$ cat src/rtl/sram_read_arbiter.sv
// rtl/sram_read_arbiter.sv - round-robin sharing of a 1R1W SRAM read port among NUM_REQ requesters
// Define SRAM_ARB_BYPASS_EN to forward colliding write data instead of stalling the grant.
module sram_1r1w #(
    parameter int DATA_WIDTH        = 32,
    parameter int SIZE              = 64,
    parameter int ADDR_WIDTH        = $clog2(SIZE),
    parameter     READ_DURING_WRITE = "DONT_CARE"
) (
    input  logic                  clk,
    input  logic                  read_en,
    input  logic [ADDR_WIDTH-1:0] read_addr,
    output logic [DATA_WIDTH-1:0] read_data,
    input  logic                  write_en,
    input  logic [ADDR_WIDTH-1:0] write_addr,
    input  logic [DATA_WIDTH-1:0] write_data
);
    localparam bit NEW_DATA = (READ_DURING_WRITE == "NEW_DATA");

    logic [DATA_WIDTH-1:0] mem [SIZE];

    always_ff @(posedge clk) begin
        if (write_en) begin
            mem[write_addr] <= write_data;
        end
        if (read_en) begin
            read_data <= (NEW_DATA && write_en && (write_addr == read_addr)) ? write_data
                                                                               : mem[read_addr];
        end
    end
endmodule

module sram_read_arbiter #(
    parameter int DATA_WIDTH = 32,
    parameter int SIZE       = 64,
    parameter int ADDR_WIDTH = $clog2(SIZE),
    parameter int NUM_REQ    = 4
) (
    input  logic                          clk,
    input  logic                          reset,
    input  logic [NUM_REQ-1:0]            rd_req,
    input  logic [NUM_REQ*ADDR_WIDTH-1:0] rd_addr,
    output logic [NUM_REQ-1:0]            rd_grant,
    output logic [NUM_REQ-1:0]            rsp_valid,
    output logic [DATA_WIDTH-1:0]         rsp_data,
    input  logic                          wr_en,
    input  logic [ADDR_WIDTH-1:0]         wr_addr,
    input  logic [DATA_WIDTH-1:0]         wr_data
);
    localparam int PTR_W = $clog2(NUM_REQ);

    logic [PTR_W-1:0]      rr_ptr_q, rr_ptr_d;
    logic [NUM_REQ-1:0]    rsp_valid_q;
    logic [PTR_W-1:0]      win_idx;
    logic                  any_req;
    logic [ADDR_WIDTH-1:0] win_addr;
    logic                  collision;
    logic                  grant_ok;
    logic [DATA_WIDTH-1:0] sram_rdata;

    // Rotating priority search starting at rr_ptr_q, wrapping modulo NUM_REQ.
    always_comb begin
        int idx;
        idx     = 0;
        any_req = 1'b0;
        win_idx = '0;
        for (int i = 0; i < NUM_REQ; i++) begin
            idx = int'(rr_ptr_q) + i;
            if (idx >= NUM_REQ) begin
                idx = idx - NUM_REQ;
            end
            if (!any_req && rd_req[idx]) begin
                any_req = 1'b1;
                win_idx = PTR_W'(idx);
            end
        end
    end

    assign win_addr  = rd_addr[win_idx*ADDR_WIDTH +: ADDR_WIDTH];
    assign collision = any_req && wr_en && (wr_addr == win_addr);

`ifdef SRAM_ARB_BYPASS_EN
    assign grant_ok = any_req && !reset;
`else
    // The SRAM read-during-write result is undefined, so a colliding read waits one cycle.
    assign grant_ok = any_req && !reset && !collision;
`endif

    always_comb begin
        rd_grant = '0;
        rr_ptr_d = rr_ptr_q;
        if (grant_ok) begin
            rd_grant = NUM_REQ'(1) << win_idx;
            rr_ptr_d = (win_idx == PTR_W'(NUM_REQ - 1)) ? '0 : win_idx + 1'b1;
        end
    end

    always_ff @(posedge clk) begin
        if (reset) begin
            rr_ptr_q    <= '0;
            rsp_valid_q <= '0;
        end else begin
            rr_ptr_q    <= rr_ptr_d;
            rsp_valid_q <= rd_grant;
        end
    end

    sram_1r1w #(
        .DATA_WIDTH       (DATA_WIDTH),
        .SIZE             (SIZE),
        .ADDR_WIDTH       (ADDR_WIDTH),
        .READ_DURING_WRITE("DONT_CARE")
    ) u_sram (
        .clk       (clk),
        .read_en   (grant_ok),
        .read_addr (win_addr),
        .read_data (sram_rdata),
        .write_en  (wr_en),
        .write_addr(wr_addr),
        .write_data(wr_data)
    );

`ifdef SRAM_ARB_BYPASS_EN
    logic                  byp_q;
    logic [DATA_WIDTH-1:0] fwd_q;

    always_ff @(posedge clk) begin
        if (reset) begin
            byp_q <= 1'b0;
            fwd_q <= '0;
        end else begin
            byp_q <= grant_ok && collision;
            if (grant_ok && collision) begin
                fwd_q <= wr_data;
            end
        end
    end

    assign rsp_data = byp_q ? fwd_q : sram_rdata;
`else
    assign rsp_data = sram_rdata;
`endif

    assign rsp_valid = rsp_valid_q;
endmodule

$ cat config.mk
export PLATFORM = sky130hd
export DESIGN_NAME = sram_read_arbiter
export DESIGN_NICKNAME = d
export VERILOG_FILES = /design/src/rtl/sram_read_arbiter.sv
export SDC_FILE = /design/constraint.sdc
export NUM_CORES = 2
export LEC_CHECK = 0
export BUFFER_PORTS_ARGS = -buffer_cell sky130_fd_sc_hd__buf_2
export CAP_MARGIN = 0
export CORE_ASPECT_RATIO = 0.6
export CORE_MARGIN = 2
export CORE_UTILIZATION = 57
export DETAILED_ROUTE_END_ITERATION = 10
export PLACE_DENSITY = 0.76
export SLEW_MARGIN = 15
export SYNTH_ARGS = -nofsm -noshare
export SYNTH_HDL_FRONTEND = slang
export SYNTH_SLANG_ARGS = --single-unit
$ cat constraint.sdc
create_clock -name clk -period 4.32 [get_ports clk]
set_input_delay 0.216 -clock clk [delete_from_list [all_inputs] [get_ports clk]]
set_output_delay 0.216 -clock clk [all_outputs]
set_load 0.05 [all_outputs]
==> metrics <==
outcome finished, violations left; failing checks negative hold slack; Req. time, crit path ~5 ns; fmax roughly 0.24 GHz; Final #Nets 6016; final hold slack -0.01543 ns; maxcap violations 0; Post-Syn Area approximately 83000 µm²; via count 56020; type of origin of the critical path flop; Slew Viols, Final 0; RSZ-0062 raised after global routing false; final setup TNS 0 ns; 1st-pass router iterations 6; die width between 400 and 500 µm; Global Route Usage Sum between 30% and 40%; design area around 93000 µm²; First DRT Iteration DRCs about 11000; number of synthesized register bits roughly 2100; Routability Congestion roughly 0.9; top post-synthesis cells by area edfxtp_1, nand2_1, a211oi_1; cells after synthesis between 5000 and 6000; IO Port Bufs ~110; top-area cell type share of the netlist area roughly 75%; DRC 0; placed cell areas just under 90000 µm²; list of most frequent post-synthesis cells edfxtp_1, nand2_1, and3_1; Pwr Density about 590 nW/µm²; total number of H-tree levels 4; core footprint roughly 140000 µm²; Max Clock Skew ~0.023 ns; Clock Root Buffer clkbuf_16; initial antenna violation count 17; Worst VDD drop between 0.4 and 0.5 mV; FFs w/ async S/R, synth 0%; Routed WL about 270000 µm; Die Y 299.2 µm; I/O Pins roughly 110; Seq/Total Area, Yosys about three quarters; critical path type flop to flop; initial core utilization 57.35%; # rows ~110; clock tree buffer depth 3; Num CTS Buffers 175; Data arrival, critical path 4.90 ns; Worst-Margin Slew 1.183 ns; Synth Net Count approximately 5800; Lkg Pwr around 0.031 µW; Yosys cell types 74; final worst slack between 0.08 and 0.09 ns; maximum fanout along the worst path 40; clk_lat worst skew about 0.8 ns; Worst Setup End Kind flop; vias in the first global route between 50000 and 60000; first-pass GRT wire length 374100 µm; post-DR wirelength/cell roughly 33 µm; share of cells above drive strength 1 between 10% and 20%; Ys Warns 0; DIE AREA around 150000 µm²; worst slack, placed -0.2187 ns; via/cell ratio 6.986; Mapped Avg Cell Area roughly 14 µm²; Slew headroom 21.14%; Hold Crit Class primary input to flop; area leader, netlist edfxtp_1; Post-synth EDFFs around 2100; clock sink total roughly 2100; Final HPWL DP 152400 µm; Tmin final ~4.2 ns; final setup fails 0; TritonCTS clock tree yes; Clock transition at path regs about 0.070 ns; top_reg_cell synth edfxtp_1; top-count cell post-synth edfxtp_1; GRT overflow 0; largest net degree at the start of global routing 110; final period utilization a little over nine tenths; Layout area overhead 12.66%; Antenna Nets Post-Route 0; Final Hold Fails 33
==> registers in the layout (all words and copies together), names as in the netlist <==
signal	flops
u_sram.mem	2048
rr_ptr_q	2
rsp_valid	4
u_sram.read_data	32
==> routing by layer <==
layer	vias to the layer above	global-route usage, %	share of wire (%)
met5	-	0.6667	0.087
met4	20	15.79	5.2
met3	809	13.18	18
met2	5204	47.89	41
met1	27380	51.53	35
li1	22610	-	-
==> worst max-delay path, stage by stage, from the launching register on <==
cell and delay (ns):
dfxtp_1 0.34, nor2b_2 0.25, o21a_1 0.25, nor3_4 0.06, buf_12 0.15, inv_2 0.15
nand3_4 0.18, nand2_8 0.40, buf_12 0.31, buf_4 0.25, buf_4 0.33, a211oi_1 0.14
a31oi_1 0.17, o22ai_1 0.14, nor4_2 0.69, a32o_1 0.23
==> through the flow <==
stage	cells	total power, µW	utilization [%]	hold WS, ns
after CTS	7997	54140	64.47	0.03022
after floorplan	5749	32370	-	0.2884
after detailed placement	7674	38840	60.60	0.4542
after global placement	7674	38530	60.60	0.4567
after global routing	8005	56110	64.58	0.01012
final	8018	54830	64.61	-0.01543
==> power breakdown <==
| part | internal, µW | switching [µW] |
|---|---|---|
| logic | 4970 | 11300 |
| clock network | 8390 | 7160 |
| registers | 22700 | 328 |
==> layout make-up <==
type | count | area [µm²]
fillers | 9847 | 51080
clock inverters | 87 | 713.2
repair buffers | 445 | 3969
clock buffers | 226 | 4741
flip-flops and latches | 2086 | 62580
multi-input cells | 3230 | 18770
well taps | 1925 | 2409
diodes | 14 | 35.03
inverters | 5 | 18.77
==> layout by cell type (no fill, tap or decap), types with 54 or more instances in the layout <==
cell type / Yosys / routed
buf_12: 0 / 65
nor2_4: 2 / 59
nand3_1: 332 / 331
a211oi_1: 322 / 322
a311oi_1: 134 / 134
nand2_1: 1256 / 1251
a31oi_1: 196 / 196
edfxtp_1: 2080 / 2080
clkbuf_16: 0 / 184
and3_1: 347 / 347
buf_4: 30 / 282
o22ai_1: 54 / 54
buf_2: 194 / 92
a21oi_1: 127 / 126
==> kinds of logic after synthesis <==
| group | synth area share (%) |
|---|---|
| buffers and inverters | 2.516 |
| flip-flops | 75.62 |
| AO/OA/AOI/OAI | 8.705 |
| multiplexers | 1.253 |
| adder cells (fa/ha/maj) | 0.06048 |
| AND/OR/NAND/NOR | 11.79 |
| XOR/XNOR | 0.06350 |
==> timing repair <==
item                       in CTS  in global routing
setup endpoints to repair      12                 14
gates resized for setup         5                 10
pin swaps                       2                  5
hold buffers                    2                  1
hold endpoints to repair        6                  2
buffers inserted                8                  4
gates cloned                    0                  2
==> worst paths after layout <==
path,start,end,slack (ns),cells after the start
setup / recovery,rr_ptr_q[0],u_sram.read_data[27],0.08,15
hold / removal,wr_data[27],u_sram.mem[1][27],-0.02,1
setup reg to reg,rr_ptr_q[0],u_sram.read_data[27],0.08,15
hold reg to reg,rr_ptr_q[0],rr_ptr_q[0],0.55,2
(Power assumes the default switching activity.)
